File: src/rtl/store_buffer_fifo_if.sv
// Store-buffer port bundle: store, load-forward, drain and flush/status signals.
// The slave modport is the buffer; the master modport is the pipeline/cache side.
interface store_buffer_fifo_if #(
    parameter int DATA_W = 32,
    parameter int ADDR_W = 32,
    parameter int DEPTH  = 4
);
    localparam int BE_W  = DATA_W / 8;
    localparam int CNT_W = $clog2(DEPTH + 1);

    logic              st_valid;
    logic              st_ready;
    logic [ADDR_W-1:0] st_addr;
    logic [DATA_W-1:0] st_data;
    logic [BE_W-1:0]   st_be;

    logic              ld_valid;
    logic [ADDR_W-1:0] ld_addr;
    logic              ld_hit;
    logic              ld_full;
    logic [DATA_W-1:0] ld_data;
    logic [BE_W-1:0]   ld_be;

    logic              dr_valid;
    logic              dr_ready;
    logic [ADDR_W-1:0] dr_addr;
    logic [DATA_W-1:0] dr_data;
    logic [BE_W-1:0]   dr_be;

    logic              flush;
    logic              flush_done;
    logic [CNT_W-1:0]  count;
    logic              empty;

    modport slave (
        input  st_valid, st_addr, st_data, st_be,
        input  ld_valid, ld_addr,
        input  dr_ready, flush,
        output st_ready, ld_hit, ld_full, ld_data, ld_be,
        output dr_valid, dr_addr, dr_data, dr_be,
        output flush_done, count, empty
    );

    modport master (
        output st_valid, st_addr, st_data, st_be,
        output ld_valid, ld_addr,
        output dr_ready, flush,
        input  st_ready, ld_hit, ld_full, ld_data, ld_be,
        input  dr_valid, dr_addr, dr_data, dr_be,
        input  flush_done, count, empty
    );
endinterface

File: src/rtl/store_buffer_fifo.sv
// In-order coalescing store buffer with byte-wise load forwarding and
// threshold/flush-triggered oldest-first draining to the data cache.
module store_buffer_fifo #(
    parameter int DATA_W       = 32,
    parameter int ADDR_W       = 32,
    parameter int DEPTH        = 4,
    parameter int DRAIN_THRESH = DEPTH
) (
    input  logic                clk,
    input  logic                rst,
    store_buffer_fifo_if.slave  sb
);
    localparam int BE_W  = DATA_W / 8;
    localparam int PTR_W = $clog2(DEPTH);
    localparam int CNT_W = $clog2(DEPTH + 1);

    typedef enum logic [1:0] {IDLE, DRAIN, FLUSH} state_t;

    state_t            state;
    logic [ADDR_W-1:0] e_addr [DEPTH];
    logic [DATA_W-1:0] e_data [DEPTH];
    logic [BE_W-1:0]   e_be   [DEPTH];
    logic [DEPTH-1:0]  e_vld;
    logic [PTR_W-1:0]  rd_ptr;
    logic [PTR_W-1:0]  wr_ptr;
    logic [CNT_W-1:0]  count;
    logic [CNT_W-1:0]  count_nxt;

    logic              full;
    logic              is_empty;
    logic              dr_valid;
    logic              st_ready;
    logic              pop;
    logic              active;
    logic              alloc;
    logic              merge;
    logic              hit;
    logic [PTR_W-1:0]  hit_idx;
    logic [DATA_W-1:0] fwd_data;
    logic [BE_W-1:0]   fwd_be;

    function automatic logic [DATA_W-1:0] byte_mask(input logic [BE_W-1:0] be);
        logic [DATA_W-1:0] m;
        m = '0;
        for (int b = 0; b < BE_W; b++)
            m[b*8 +: 8] = {8{be[b]}};
        return m;
    endfunction

    assign full     = (count == CNT_W'(DEPTH));
    assign is_empty = (count == '0);
    assign dr_valid = (state != IDLE) && !is_empty;
    assign pop      = dr_valid && sb.dr_ready;

    // The head is only a merge target before it has been offered to the cache.
    always_comb begin
        hit     = 1'b0;
        hit_idx = '0;
        for (int i = 0; i < DEPTH; i++) begin
            if (e_vld[i] && (e_addr[i] == sb.st_addr) &&
                !(dr_valid && (PTR_W'(i) == rd_ptr))) begin
                hit     = 1'b1;
                hit_idx = PTR_W'(i);
            end
        end
    end

    assign st_ready  = (state != FLUSH) && (!full || hit);
    assign active    = sb.st_valid && st_ready && (sb.st_be != '0);
    assign merge     = active && hit;
    assign alloc     = active && !hit;
    assign count_nxt = count + CNT_W'(alloc) - CNT_W'(pop);

    // Walk oldest to youngest so the youngest matching byte wins.
    always_comb begin
        logic [PTR_W-1:0] idx;
        idx      = '0;
        fwd_data = '0;
        fwd_be   = '0;
        for (int i = 0; i < DEPTH; i++) begin
            idx = rd_ptr + PTR_W'(i);
            if (e_vld[idx] && (e_addr[idx] == sb.ld_addr)) begin
                for (int b = 0; b < BE_W; b++) begin
                    if (e_be[idx][b]) begin
                        fwd_be[b]          = 1'b1;
                        fwd_data[b*8 +: 8] = e_data[idx][b*8 +: 8];
                    end
                end
            end
        end
    end

    always_ff @(posedge clk or negedge rst) begin
        if (!rst) begin
            state  <= IDLE;
            rd_ptr <= '0;
            wr_ptr <= '0;
            count  <= '0;
            e_vld  <= '0;
        end else begin
            count <= count_nxt;
            if (pop) begin
                e_vld[rd_ptr] <= 1'b0;
                rd_ptr        <= rd_ptr + 1'b1;
            end
            if (alloc) begin
                e_vld[wr_ptr] <= 1'b1;
                wr_ptr        <= wr_ptr + 1'b1;
            end
            case (state)
                IDLE: begin
                    if (sb.flush)
                        state <= FLUSH;
                    else if (count >= CNT_W'(DRAIN_THRESH))
                        state <= DRAIN;
                end
                DRAIN: begin
                    if (pop || is_empty) begin
                        if (sb.flush)
                            state <= FLUSH;
                        else if (count_nxt < CNT_W'(DRAIN_THRESH))
                            state <= IDLE;
                    end
                end
                FLUSH: begin
                    if (is_empty)
                        state <= IDLE;
                end
                default: state <= IDLE;
            endcase
        end
    end

    // Payload storage carries no reset; e_vld alone qualifies it.
    always_ff @(posedge clk) begin
        if (alloc) begin
            e_addr[wr_ptr] <= sb.st_addr;
            e_data[wr_ptr] <= sb.st_data & byte_mask(sb.st_be);
            e_be[wr_ptr]   <= sb.st_be;
        end
        if (merge) begin
            for (int b = 0; b < BE_W; b++)
                if (sb.st_be[b])
                    e_data[hit_idx][b*8 +: 8] <= sb.st_data[b*8 +: 8];
            e_be[hit_idx] <= e_be[hit_idx] | sb.st_be;
        end
    end

    assign sb.st_ready   = st_ready;
    assign sb.ld_be      = sb.ld_valid ? fwd_be : '0;
    assign sb.ld_data    = sb.ld_valid ? fwd_data : '0;
    assign sb.ld_hit     = sb.ld_valid && (fwd_be != '0);
    assign sb.ld_full    = sb.ld_valid && (&fwd_be);
    assign sb.dr_valid   = dr_valid;
    assign sb.dr_addr    = e_addr[rd_ptr];
    assign sb.dr_data    = e_data[rd_ptr];
    assign sb.dr_be      = e_be[rd_ptr];
    assign sb.flush_done = (state == FLUSH) && is_empty;
    assign sb.count      = count;
    assign sb.empty      = is_empty;
endmodule

File: src/flat_wrapper.sv
// flat-port wrapper written by rule: the top's interface ports become plain ports
module store_buffer_fifo_flat 
#(
    parameter int DATA_W       = 32,
    parameter int ADDR_W       = 32,
    parameter int DEPTH        = 4,
    parameter int DRAIN_THRESH = DEPTH
)
  (clk, rst, sb_st_valid, sb_st_addr, sb_st_data, sb_st_be, sb_ld_valid, sb_ld_addr, sb_dr_ready, sb_flush, sb_st_ready, sb_ld_hit, sb_ld_full, sb_ld_data, sb_ld_be, sb_dr_valid, sb_dr_addr, sb_dr_data, sb_dr_be, sb_flush_done, sb_count, sb_empty);
  store_buffer_fifo_if #(.DATA_W(DATA_W), .ADDR_W(ADDR_W), .DEPTH(DEPTH)) sb_i ();
  input  logic clk;
  input  logic rst;
  input wire logic [$bits(sb_i.st_valid)-1:0] sb_st_valid;
  input wire logic [$bits(sb_i.st_addr)-1:0] sb_st_addr;
  input wire logic [$bits(sb_i.st_data)-1:0] sb_st_data;
  input wire logic [$bits(sb_i.st_be)-1:0] sb_st_be;
  input wire logic [$bits(sb_i.ld_valid)-1:0] sb_ld_valid;
  input wire logic [$bits(sb_i.ld_addr)-1:0] sb_ld_addr;
  input wire logic [$bits(sb_i.dr_ready)-1:0] sb_dr_ready;
  input wire logic [$bits(sb_i.flush)-1:0] sb_flush;
  output wire logic [$bits(sb_i.st_ready)-1:0] sb_st_ready;
  output wire logic [$bits(sb_i.ld_hit)-1:0] sb_ld_hit;
  output wire logic [$bits(sb_i.ld_full)-1:0] sb_ld_full;
  output wire logic [$bits(sb_i.ld_data)-1:0] sb_ld_data;
  output wire logic [$bits(sb_i.ld_be)-1:0] sb_ld_be;
  output wire logic [$bits(sb_i.dr_valid)-1:0] sb_dr_valid;
  output wire logic [$bits(sb_i.dr_addr)-1:0] sb_dr_addr;
  output wire logic [$bits(sb_i.dr_data)-1:0] sb_dr_data;
  output wire logic [$bits(sb_i.dr_be)-1:0] sb_dr_be;
  output wire logic [$bits(sb_i.flush_done)-1:0] sb_flush_done;
  output wire logic [$bits(sb_i.count)-1:0] sb_count;
  output wire logic [$bits(sb_i.empty)-1:0] sb_empty;
  assign sb_i.st_valid = sb_st_valid;
  assign sb_i.st_addr = sb_st_addr;
  assign sb_i.st_data = sb_st_data;
  assign sb_i.st_be = sb_st_be;
  assign sb_i.ld_valid = sb_ld_valid;
  assign sb_i.ld_addr = sb_ld_addr;
  assign sb_i.dr_ready = sb_dr_ready;
  assign sb_i.flush = sb_flush;
  assign sb_st_ready = sb_i.st_ready;
  assign sb_ld_hit = sb_i.ld_hit;
  assign sb_ld_full = sb_i.ld_full;
  assign sb_ld_data = sb_i.ld_data;
  assign sb_ld_be = sb_i.ld_be;
  assign sb_dr_valid = sb_i.dr_valid;
  assign sb_dr_addr = sb_i.dr_addr;
  assign sb_dr_data = sb_i.dr_data;
  assign sb_dr_be = sb_i.dr_be;
  assign sb_flush_done = sb_i.flush_done;
  assign sb_count = sb_i.count;
  assign sb_empty = sb_i.empty;
  store_buffer_fifo #(.DATA_W(DATA_W), .ADDR_W(ADDR_W), .DEPTH(DEPTH), .DRAIN_THRESH(DRAIN_THRESH)) u_core (.clk(clk), .rst(rst), .sb(sb_i));
endmodule
File: config.mk
export PLATFORM = sky130hd
export DESIGN_NAME = store_buffer_fifo_flat
export DESIGN_NICKNAME = d
export VERILOG_FILES = /design/src/rtl/store_buffer_fifo_if.sv /design/src/rtl/store_buffer_fifo.sv /design/src/flat_wrapper.sv
export SDC_FILE = /design/constraint.sdc
export NUM_CORES = 1
export LEC_CHECK = 0
export BUFFER_PORTS_ARGS = -buffer_cell sky130_fd_sc_hd__buf_4
export CORE_MARGIN = 2
export CORE_UTILIZATION = 40
export CTS_CLUSTER_DIAMETER = 40
export CTS_CLUSTER_SIZE = 8
export DETAILED_ROUTE_END_ITERATION = 10
export GPL_TIMING_DRIVEN = 1
export RECOVER_POWER = 100
export SYNTH_ARGS = -nofsm -noshare
export SYNTH_HDL_FRONTEND = slang
export SYNTH_SLANG_ARGS = --single-unit
File: constraint.sdc
create_clock -name clk -period 5.6 [get_ports clk]
set_clock_uncertainty 0.2 [all_clocks]
set_input_delay 0 -clock clk [delete_from_list [all_inputs] [get_ports clk]]
set_output_delay 0 -clock clk [all_outputs]
set_load 0.005 [all_outputs]
# Word level (Yosys, flattened, before mapping)
# Memory sizes are Yosys's and may differ from the RTL's.
# Index checks and enable logic that the tools add are counted.
# word_totals
mem_count	3
reg_bits	13
ramBits	272
input_bits	106
wordCells	186
# op_classes
mux	92
n_eq_ne	19
magnitude_cmp	9
n_addsub	6
n_reduce_logical	47
bitwise_logic	5
# mem_list
name	words	word_bits	rd	rd_ports_with_merged_regs	write_ports	line_no	source
u_core.e_addr	4	32	8	0	1	store_buffer_fifo.sv:20	logic [ADDR_W-1:0] e_addr [DEPTH];
u_core.e_data	4	32	4	0	1	store_buffer_fifo.sv:21	logic [DATA_W-1:0] e_data [DEPTH];
u_core.e_be	4	4	5	0	1	store_buffer_fifo.sv:22	logic [BE_W-1:0] e_be [DEPTH];
# ops
operator	count
$eq A32 B32 Y1	8
$mux W32	6
$mux W8	16
$mux W1	44
$mux W4	9
$and A32 B32 Y32	1
$reduce_or A32 Y1	1
$logic_and A1 B1 Y1	28
$mux W2	10
$lt A2 B3 Y1 const B	5
$bmux W1 S2	4
$or A4 B4 Y4	2
$reduce_and A4 Y1	2
$reduce_bool A4 Y1	2
$logic_not A1 Y1	7
$ne A3 B2 Y1 const B	2
$pmux W2 S3	1
$add A2 B1 Y2 const B	2
$add A2 B2 Y2 const B	2
$and A4 B4 Y4	1
$demux W1 S2	2
$eq A2 B2 Y1 const A	2
$ge A2 B1 Y1 const B	2
$logic_not A2 Y1	2
15 further kinds	17

# Depth between registers and ports, before layout
# Gate-level depths: netlist (run 1).
# logic_depth
ltp_word	22
mapped_depth	24

# Worst setup path after synthesis (run 1)
# OpenSTA, ideal clock, no wires.
# synth_path
path_kind	reg-to-output
from	register u_core.rd_ptr[1]
to	output port sb_ld_full
arrival_time_ns	5.642
path_stages_with_launch	23
path_buffers	12
path_slack_ns	-0.242
path_cell_list	dfrtp_1 buf_2 buf_2 buf_4 buf_4 buf_2 buf_2 buf_2 buf_1 inv_1 ha_1 buf_6 buf_6 buf_4 buf_2 mux2_2 a221oi_1 a31oi_1 or3b_2 nor3_1 a22oi_1 o211a_1 nor4b_2
# synth_between
elab_chain_len	12
elab_cells_between_ends	43
classes_between	add/sub: 3; eq/ne: 4; mux: 28; reduce/logical: 6; memory: 2
# synth_lines
item	line_no	source
from (decl)	store_buffer_fifo.sv:24	logic [PTR_W-1:0] rd_ptr;
from (signal assigned)	store_buffer_fifo.sv:104	rd_ptr <= rd_ptr + 1'b1;
branches (longest 9 deep; another with $mem_v2 Z4 W32)	-	
$mux W4 *	store_buffer_fifo.sv:82	if (e_vld[idx] && (e_addr[idx] == sb.ld_addr)) begin
$reduce_and A4 Y1 *	store_buffer_fifo.sv:153	assign sb.ld_full = sb.ld_valid && (&fwd_be);
$logic_and A1 B1 Y1 *	store_buffer_fifo.sv:153	
to (decl)	flat_wrapper.sv:23	output wire logic [$bits(sb_i.ld_full)-1:0] sb_ld_full;
# Every way passes the cells marked *. The select of a mux whose other input is x is not followed.

# Final worst setup path (run 1)
# layout_path
from	register u_core.rd_ptr[1]
to	output port sb_ld_data[31]
# layout_between
elab_chain_len	11
elab_cells_between_ends	31
classes_between	add/sub: 3; eq/ne: 4; mux: 17; reduce/logical: 4; memory: 3
# layout_lines
item	line_no	source
branches (longest 9 deep; another with $mem_v2 Z4 W32)	-	
$mux W32 *	store_buffer_fifo.sv:82	
$mux W32 *	store_buffer_fifo.sv:151	assign sb.ld_data = sb.ld_valid ? fwd_data : '0;
to (decl)	flat_wrapper.sv:24	output wire logic [$bits(sb_i.ld_data)-1:0] sb_ld_data;
# Marks and branches as above.

==> impl_metrics.prom, run 1 <==
# TYPE chip_impl_metric gauge
chip_impl_metric{name="total_leakage_power",unit="uW"} 0.00903
chip_impl_metric{name="area_delta_synth_final",unit="%"} 20.1
chip_impl_metric{name="critical-path-max-stage-delay",unit="ns"} 0.73
chip_impl_metric{name="wl",unit="um"} 80300
chip_impl_metric{name="cp.required",unit="ns"} 5.40
chip_impl_metric{name="num_antenna_cells",unit=""} 0
chip_impl_metric{name="clkTransAtPathRegs",unit="ns"} 0.05
chip_impl_metric{name="internal_power",unit="uW"} 7900
chip_impl_info{name="timing.hold.worst.class",value="in2reg"} 1
chip_impl_metric{name="initialDrtViolationCount",unit=""} 1969
chip_impl_metric{name="place.gp.congestion",unit=""} 0.967
chip_impl_info{name="timing.critical_path.cells",value="buf_12 > mux4_2 > xnor2_1 > nand4_1 > nor2_2 > nand3_1 > a311oi_2 > nand3_1 > a211oi_1 > buf_4"} 1
chip_impl_metric{name="cellPowerDensity",unit="nW/um^2"} 498
chip_impl_metric{name="area.sequential",unit="um^2"} 8500
chip_impl_metric{name="chipHeight",unit="um"} 239
chip_impl_metric{name="final_min_period",unit="ns"} 5.49
chip_impl_metric{name="finalHoldWorstSlack",unit="ns"} 0.162
chip_impl_metric{name="cts_max_level",unit=""} 2
chip_impl_metric{name="number_of_synthesized_register_bits",unit=""} 285
chip_impl_metric{name="post_synth_inst_count",unit=""} 1693
chip_impl_metric{name="number_of_nets_at_the_end_of_the_flow",unit=""} 2079
chip_impl_info{name="timing.critical_path.to_type",value="primary output"} 1
chip_impl_metric{name="synth_top_cell_area_share",unit=""} 0.370
chip_impl_metric{name="critical_path_arrival",unit="ns"} 5.29
chip_impl_metric{name="worst_slew_margin_rel",unit=""} 0.190
chip_impl_metric{name="p_comb_frac",unit=""} 0.568
chip_impl_metric{name="grt_overflow",unit=""} 0
chip_impl_metric{name="number_of_synthesized_flops_with_an_enable_pin",unit=""} 272
chip_impl_metric{name="clock_buffer_count_from_cts",unit=""} 51
chip_impl_info{name="post_synth_main_area_contributors",value="sky130_fd_sc_hd__edfxtp_1 37%, sky130_fd_sc_hd__mux4_2 23%, sky130_fd_sc_hd__mux2i_1 5.8%"} 1
chip_impl_metric{name="multi_input_logic_area",unit="um^2"} 12800
chip_impl_metric{name="initial_antenna_violation_count",unit=""} 0
chip_impl_metric{name="drt-pass1-iter-count",unit=""} 5
chip_impl_metric{name="design.portCount",unit=""} 219
chip_impl_metric{name="numClockSinks",unit=""} 285
chip_impl_metric{name="place.port_buffers",unit=""} 218
chip_impl_metric{name="design.core.area",unit="um^2"} 54800
chip_impl_info{name="worst_path_most_repeated_cell",value="sky130_fd_sc_hd__nand3_1"} 1
chip_impl_metric{name="detail_route.vias_per_cell",unit=""} 6.53
chip_impl_metric{name="dieArea",unit="um^2"} 57100
chip_impl_metric{name="setup_violations",unit=""} 0
chip_impl_metric{name="routed_wire_length_per_instance",unit="um"} 29.7
chip_impl_info{name="ys_dominant_reg_cell",value="sky130_fd_sc_hd__edfxtp_1"} 1
chip_impl_metric{name="clock_latency",unit="ns"} 0.60
chip_impl_metric{name="cap_violations",unit=""} 0
chip_impl_metric{name="pwr-share-seq",unit=""} 0.219
chip_impl_metric{name="yosysUniqueCellTypes",unit=""} 86
chip_impl_metric{name="route.antenna.remaining_nets",unit=""} 0
chip_impl_info{name="grt_setup_unrepaired",value="false"} 1
chip_impl_metric{name="synthesis.area",unit="um^2"} 22100
chip_impl_metric{name="timing.final.hold_violations",unit=""} 0
chip_impl_info{name="synth_largest_area_cell",value="sky130_fd_sc_hd__edfxtp_1"} 1
chip_impl_metric{name="synthArstFlopShare",unit=""} 0.0456
chip_impl_metric{name="worst_ir_drop_vdd",unit="V"} 0.000446
chip_impl_info{name="tritoncts_clock_tree",value="built"} 1
chip_impl_metric{name="post_synthesis_mean_instance_area",unit="um^2"} 13.0
chip_impl_metric{name="relative_contribution_of_the_clock_network_to_total_power",unit=""} 0.213
chip_impl_metric{name="ys_seq_area_frac",unit=""} 0.385
chip_impl_metric{name="route.vias.total",unit=""} 17631
chip_impl_metric{name="initial_utilization",unit=""} 0.403
chip_impl_metric{name="max_clock_freq",unit="GHz"} 0.182
chip_impl_metric{name="clockBufferDepth",unit=""} 3
chip_impl_metric{name="power.net_switching",unit="uW"} 5300
chip_impl_info{name="timing.setup.critical_path_class",value="reg2out"} 1
chip_impl_metric{name="period_share",unit=""} 0.980
chip_impl_info{name="critPathLaunchType",value="register"} 1
chip_impl_metric{name="grt_start_max_net_pins",unit=""} 125
chip_impl_metric{name="final_max_slew_viol_count",unit=""} 0
chip_impl_metric{name="global_route_wire_length_before_repair",unit="um"} 117000
chip_impl_metric{name="rows",unit=""} 86
chip_impl_metric{name="synthesis.yosys.warnings",unit=""} 0
chip_impl_metric{name="crit_fanout",unit=""} 124
chip_impl_info{name="clock_tree.root_cell",value="sky130_fd_sc_hd__clkbuf_16"} 1
chip_impl_metric{name="die_w",unit="um"} 239
chip_impl_metric{name="power_switching_share",unit=""} 0.401
chip_impl_metric{name="grt_use_total",unit=""} 0.279
chip_impl_metric{name="place.detailed.hpwl",unit="um"} 58800
chip_impl_info{name="run_status",value="completed"} 1
chip_impl_metric{name="final.setup.tns",unit="ns"} 0
chip_impl_metric{name="drcViolationCount",unit=""} 0
chip_impl_metric{name="tightest_slew",unit="ns"} 1.20
chip_impl_metric{name="fill_count",unit=""} 4832
chip_impl_metric{name="drive_above_1_share",unit=""} 0.276
chip_impl_metric{name="postSynthNetCount",unit=""} 1810
chip_impl_metric{name="vias_in_the_first_global_route",unit=""} 17078
chip_impl_info{name="timing.critical_path.slowest_stage_cell",value="sky130_fd_sc_hd__a311oi_2"} 1
[final timing paths]
check	end	startpoint	cells past startpoint	slack [ns]
setup reg to reg	u_core.e_data[1][0]	u_core.rd_ptr[1]	10	0.52
max in group asynchronous	u_core.rd_ptr[1]	rst	3	4.31
min in group asynchronous	u_core.e_vld[3]	rst	3	0.37
hold reg to reg	u_core.state[0]	u_core.state[1]	1	0.45
setup / recovery	sb_ld_data[31]	u_core.rd_ptr[1]	10	0.11
hold / removal	u_core.e_be[1][2]	sb_st_be[2]	3	0.16
[area by class of cell]
class                           count  area share
Clock buffer                       66      0.0510
Clock inverter                     21     0.00689
Inverter                           29     0.00411
Multi-Input combinational cell   1248       0.484
Sequential cell                   285       0.321
Tap cell                          704      0.0332
Timing Repair Buffer              347       0.101
[repair_timing]
action,4_1_cts,5_1_grt
resized for setup,0,6
hold buffers,83,0
setup buffers,0,2
endpoints found under the hold margin,395,0
setup endpoints to repair,0,22
[registers in the layout, summed over array words and instances (netlist names)]
register	count
u_core.e_addr	128
u_core.e_data	128
u_core.e_be	16
u_core.e_vld	4
u_core.sb.count	3
u_core.rd_ptr	2
u_core.state	2
u_core.wr_ptr	2
[metal layers]
metal	GRT usage	vias up	part of all wire
li1	-	7402	-
met1	0.390	9087	0.41
met2	0.432	976	0.46
met3	0.0588	166	0.092
met4	0.0992	0	0.037
met5	0	-	0
[placed cells by master, fill, tap and decap left out, types with 18 or more instances in the layout]
master	n
sky130_fd_sc_hd__xor2_1	96
sky130_fd_sc_hd__mux2i_1	128
sky130_fd_sc_hd__clkbuf_1	69
sky130_fd_sc_hd__o21ai_0	42
sky130_fd_sc_hd__nand2_1	59
sky130_fd_sc_hd__inv_1	28
sky130_fd_sc_hd__clkbuf_16	51
sky130_fd_sc_hd__buf_4	140
sky130_fd_sc_hd__nor2_1	61
sky130_fd_sc_hd__nand3_1	35
sky130_fd_sc_hd__xnor2_1	142
sky130_fd_sc_hd__mux4_2	226
sky130_fd_sc_hd__nor4_1	38
sky130_fd_sc_hd__clkbuf_4	61
sky130_fd_sc_hd__edfxtp_1	272
sky130_fd_sc_hd__nor3b_1	18
sky130_fd_sc_hd__a211oi_1	29
sky130_fd_sc_hd__nor2b_1	39
sky130_fd_sc_hd__a21oi_1	33
sky130_fd_sc_hd__nand4_1	39
sky130_fd_sc_hd__nor3_1	22
sky130_fd_sc_hd__dlygate4sd3_1	83
[power groups by stage]
stage               clock (uW)  combinational (uW)  sequential [uW]
finish                    2810                7490             2890
global route              2930                7910             2910
CTS                       2840                7520             2870
detailed placement           0                7440             2910
global placement             0                7380             2890
floorplan                    0                5400             2800
[synthesized netlist by cell type (39+ instances only)]
| master | instances |
|---|---|
| sky130_fd_sc_hd__o21ai_0 | 42 |
| sky130_fd_sc_hd__nand4_1 | 39 |
| sky130_fd_sc_hd__mux2i_1 | 128 |
| sky130_fd_sc_hd__xor2_1 | 96 |
| sky130_fd_sc_hd__nor4_1 | 40 |
| sky130_fd_sc_hd__edfxtp_1 | 272 |
| sky130_fd_sc_hd__xnor2_1 | 142 |
| sky130_fd_sc_hd__nand2_1 | 59 |
| sky130_fd_sc_hd__nor2_1 | 62 |
| sky130_fd_sc_hd__clkbuf_1 | 55 |
| sky130_fd_sc_hd__nor2b_1 | 39 |
| sky130_fd_sc_hd__mux4_2 | 226 |
[per-stage QoR]
step | total power [uW] | worst slack, ns | instances | cell area, um^2 | util
finish | 13200 | 0.112 | 2700 | 26500 | 0.484
global route | 13700 | 0.0192 | 2700 | 26500 | 0.484
CTS | 13200 | 0.0443 | 2698 | 26700 | 0.487
detailed placement | 10300 | 0.674 | 2528 | 24300 | 0.444
global placement | 10300 | 0.716 | 2528 | 24300 | 0.444
floorplan | 8200 | 0.00731 | 1693 | 22100 | -
[critical path, delay by kind of cell (launching register included)]
family | cells | cell delay [ns]
DFF | 1 | 0.42
and+or+nand+nor | 4 | 1.21
buffers and inverters | 2 | 0.74
muxes | 1 | 0.64
xor gates and xnor gates | 1 | 0.32
AOI/OAI and AO/OA | 2 | 1.16
[logic make-up (layout without fill, tap and decap cells)]
| kind of cell | after synthesis | after routing | synth area share |
|---|---|---|---|
| flops | 285 | 285 | 0.385 |
| buf+inv | 160 | 463 | 0.0367 |
| fa+ha+maj | 11 | 11 | 0.00658 |
| xor+xnor | 239 | 239 | 0.0952 |
| simple gates | 397 | 397 | 0.102 |
| mux | 369 | 369 | 0.298 |
| compound gates | 232 | 232 | 0.0768 |
Note: power is estimated with default switching activity, not from simulation.
==> run 2: changes to the inputs <==
Settings changed: CTS_BUF_LIST from default to sky130_fd_sc_hd__clkbuf_16.
==> run 2 against run 1 <==
- clock power is 2% lower
- wire length hardly changed
- sequential power about the same
- combinational power about the same
- first-iteration DRC count grew 0.86%
- via count grew 0.11%
- critical path type unchanged
- cell area about the same
- register-to-register slack gained 0.04 ns
==> impl_metrics.prom, run 2 (synthesis gave the netlist of run 1 again) <==
# TYPE chip_impl_metric gauge
chip_impl_metric{name="placedCellCount",unit=""} 2528
chip_impl_metric{name="clock_buffer_count_from_cts",unit=""} 51
chip_impl_metric{name="area_delta_synth_final",unit="%"} 20.1
chip_impl_info{name="timing.critical_path.to_type",value="primary output"} 1
chip_impl_metric{name="initialDrtViolationCount",unit=""} 1986
chip_impl_metric{name="place.detailed.hpwl",unit="um"} 58800
chip_impl_info{name="clock_tree.root_cell",value="sky130_fd_sc_hd__clkbuf_16"} 1
chip_impl_metric{name="cellPowerDensity",unit="nW/um^2"} 496
chip_impl_metric{name="clkTransAtPathRegs",unit="ns"} 0.05
chip_impl_metric{name="final_cell_area",unit="um^2"} 26500
chip_impl_metric{name="routed_wire_length_per_instance",unit="um"} 29.7
chip_impl_info{name="critPathLaunchType",value="register"} 1
chip_impl_metric{name="initial_antenna_violation_count",unit=""} 0
chip_impl_metric{name="route.vias.total",unit=""} 17651
chip_impl_metric{name="wl",unit="um"} 80200
chip_impl_info{name="grt_setup_unrepaired",value="false"} 1
chip_impl_info{name="final_common_cell",value="sky130_fd_sc_hd__edfxtp_1"} 1
chip_impl_info{name="timing.critical_path.slowest_stage_cell",value="sky130_fd_sc_hd__o2111ai_2"} 1
chip_impl_metric{name="detail_route.vias_per_cell",unit=""} 6.53
chip_impl_info{name="timing.critical_path.cells",value="inv_1 > ha_4 > buf_6 > mux4_1 > xnor2_1 > nand2_1 > or3b_2 > or4_1 > o2111ai_2 > nor2_1 > a211oi_1 > buf_4"} 1
chip_impl_metric{name="period_share",unit=""} 0.974
chip_impl_info{name="tritoncts_clock_tree",value="built"} 1
chip_impl_metric{name="crit_fanout",unit=""} 22
chip_impl_metric{name="final_max_slew_viol_count",unit=""} 0
chip_impl_metric{name="critical-path-max-stage-delay",unit="ns"} 0.61
chip_impl_metric{name="die_w",unit="um"} 239
chip_impl_metric{name="drive_above_1_share",unit=""} 0.274
chip_impl_metric{name="design.portCount",unit=""} 219
chip_impl_metric{name="clockBufferDepth",unit=""} 3
chip_impl_metric{name="chipHeight",unit="um"} 239
chip_impl_metric{name="rows",unit=""} 86
chip_impl_metric{name="total_leakage_power",unit="uW"} 0.00907
chip_impl_metric{name="drt-pass1-iter-count",unit=""} 6
chip_impl_metric{name="drcViolationCount",unit=""} 0
chip_impl_metric{name="cp.required",unit="ns"} 5.40
chip_impl_metric{name="setup_violations",unit=""} 0
chip_impl_metric{name="num_antenna_cells",unit=""} 0
chip_impl_metric{name="fill_count",unit=""} 4835
chip_impl_info{name="reg.largest.list",value="u_core.e_addr: 128 flops, u_core.e_data: 128 flops, u_core.e_be: 16 flops"} 1
chip_impl_info{name="timing.hold.worst.class",value="in2reg"} 1
chip_impl_metric{name="critical_path_arrival",unit="ns"} 5.25
chip_impl_metric{name="place.gp.congestion",unit=""} 0.967
chip_impl_metric{name="worst_ir_drop_vdd",unit="V"} 0.000445
chip_impl_metric{name="design.core.area",unit="um^2"} 54800
chip_impl_metric{name="vias_in_the_first_global_route",unit=""} 17071
chip_impl_metric{name="grt_use_total",unit=""} 0.279
chip_impl_metric{name="placed_area",unit="um^2"} 24300
chip_impl_metric{name="grt_start_max_net_pins",unit=""} 125
chip_impl_metric{name="tightest_slew",unit="ns"} 1.19
chip_impl_metric{name="initial_utilization",unit=""} 0.403
chip_impl_metric{name="numClockSinks",unit=""} 285
chip_impl_metric{name="max_clock_freq",unit="GHz"} 0.183
chip_impl_metric{name="cp_num_buf_inv",unit=""} 3
chip_impl_metric{name="clock_latency",unit="ns"} 0.61
chip_impl_metric{name="final_min_period",unit="ns"} 5.45
chip_impl_metric{name="dieArea",unit="um^2"} 57100
chip_impl_info{name="final_cell_mix",value="272 x sky130_fd_sc_hd__edfxtp_1, 226 x sky130_fd_sc_hd__mux4_2, 142 x sky130_fd_sc_hd__xnor2_1"} 1
chip_impl_metric{name="global_route_wire_length_before_repair",unit="um"} 117000
chip_impl_metric{name="grt_overflow",unit=""} 0
chip_impl_metric{name="route.antenna.remaining_nets",unit=""} 0
chip_impl_info{name="run_status",value="completed"} 1
chip_impl_metric{name="worst_slew_margin_rel",unit=""} 0.200
chip_impl_metric{name="sum_of_internal_switching_and_leakage_power",unit="uW"} 13100
chip_impl_metric{name="timing.final.hold_violations",unit=""} 0
chip_impl_metric{name="cap_violations",unit=""} 0
chip_impl_info{name="critPathTopFamily",value="simple AND/OR/NAND/NOR gates"} 1
chip_impl_metric{name="fin_cells",unit=""} 2701
chip_impl_info{name="timing.setup.critical_path_class",value="reg2out"} 1
chip_impl_metric{name="layout_setup_ws",unit="ns"} 0.148
chip_impl_metric{name="place.port_buffers",unit=""} 218
chip_impl_metric{name="number_of_nets_at_the_end_of_the_flow",unit=""} 2080
chip_impl_metric{name="cts_max_level",unit=""} 2
chip_impl_metric{name="final.setup.tns",unit="ns"} 0
chip_impl_metric{name="post-place-ws",unit="ns"} 0.674
==> run 2: cell types whose count changed in the layout (fill, tap and decap cells not counted), sizes merged <==
cell	change
clkbuf	-15
inv	+13
clkinv	+2
dlygate4sd3	+1
==> run 2: through the flow <==
stage	util	hold slack [ns]
after floorplan	-	-0.496
after global routing	0.484	0.177
after detailed placement	0.444	-0.334
after global placement	0.444	-0.339
final	0.484	0.156
after CTS	0.487	0.000270
==> run 2: what timing repair did <==
action,in CTS,in global routing
endpoints found under the hold margin,395,0
resized for setup,0,6
endpoints found under the setup margin,0,22
buffers inserted,0,2
hold buffers,84,0
==> run 2: final cells by class <==
cell class / instances / area, um^2 / area share
multi-input combinational: 1248 / 12800 / 0.484
sequential: 285 / 8500 / 0.321
timing repair buffer: 348 / 2680 / 0.101
clock buffer: 51 / 1280 / 0.0482
tap: 704 / 881 / 0.0332
clock inverter: 36 / 239 / 0.00902
inverter: 29 / 109 / 0.00411
==> run 2: final timing paths <==
path / slack, ns / end / cells after the start / start
worst max-delay path: 0.15 / sb_ld_data[7] / 12 / u_core.rd_ptr[1]
worst min-delay path: 0.16 / u_core.e_be[2][1] / 3 / sb_st_be[1]
worst max register to register: 0.56 / u_core.e_data[1][0] / 10 / u_core.rd_ptr[1]
worst min register to register: 0.45 / u_core.state[0] / 1 / u_core.state[1]
max in group asynchronous: 4.32 / u_core.rd_ptr[1] / 3 / rst
min in group asynchronous: 0.37 / u_core.e_vld[3] / 3 / rst
==> run 2: tightest hold or removal path, cell delays in order <==
cell,delay [ns]
sky130_fd_sc_hd__dlygate4sd3_1,0.55
sky130_fd_sc_hd__buf_4,0.16
sky130_fd_sc_hd__a21o_1,0.13
==> run 2: power by group <==
group / leakage (uW) / switching (uW) / internal [uW] / total [uW]
clock network: 0.000778 / 1070 / 1680 / 2760
registers: 0.00263 / 279 / 2610 / 2890
logic: 0.00566 / 3940 / 3550 / 7490
==> run 2: per-layer routing <==
layer  part of all wire  wire length, um  track usage  vias up
met3              0.097             7810       0.0588      153
met1               0.41            32600        0.390     9134
met2               0.46            36900        0.432      975
met4              0.036             2910       0.0992        0
li1                   -                -            -     7389
met5                  0                0            0        -
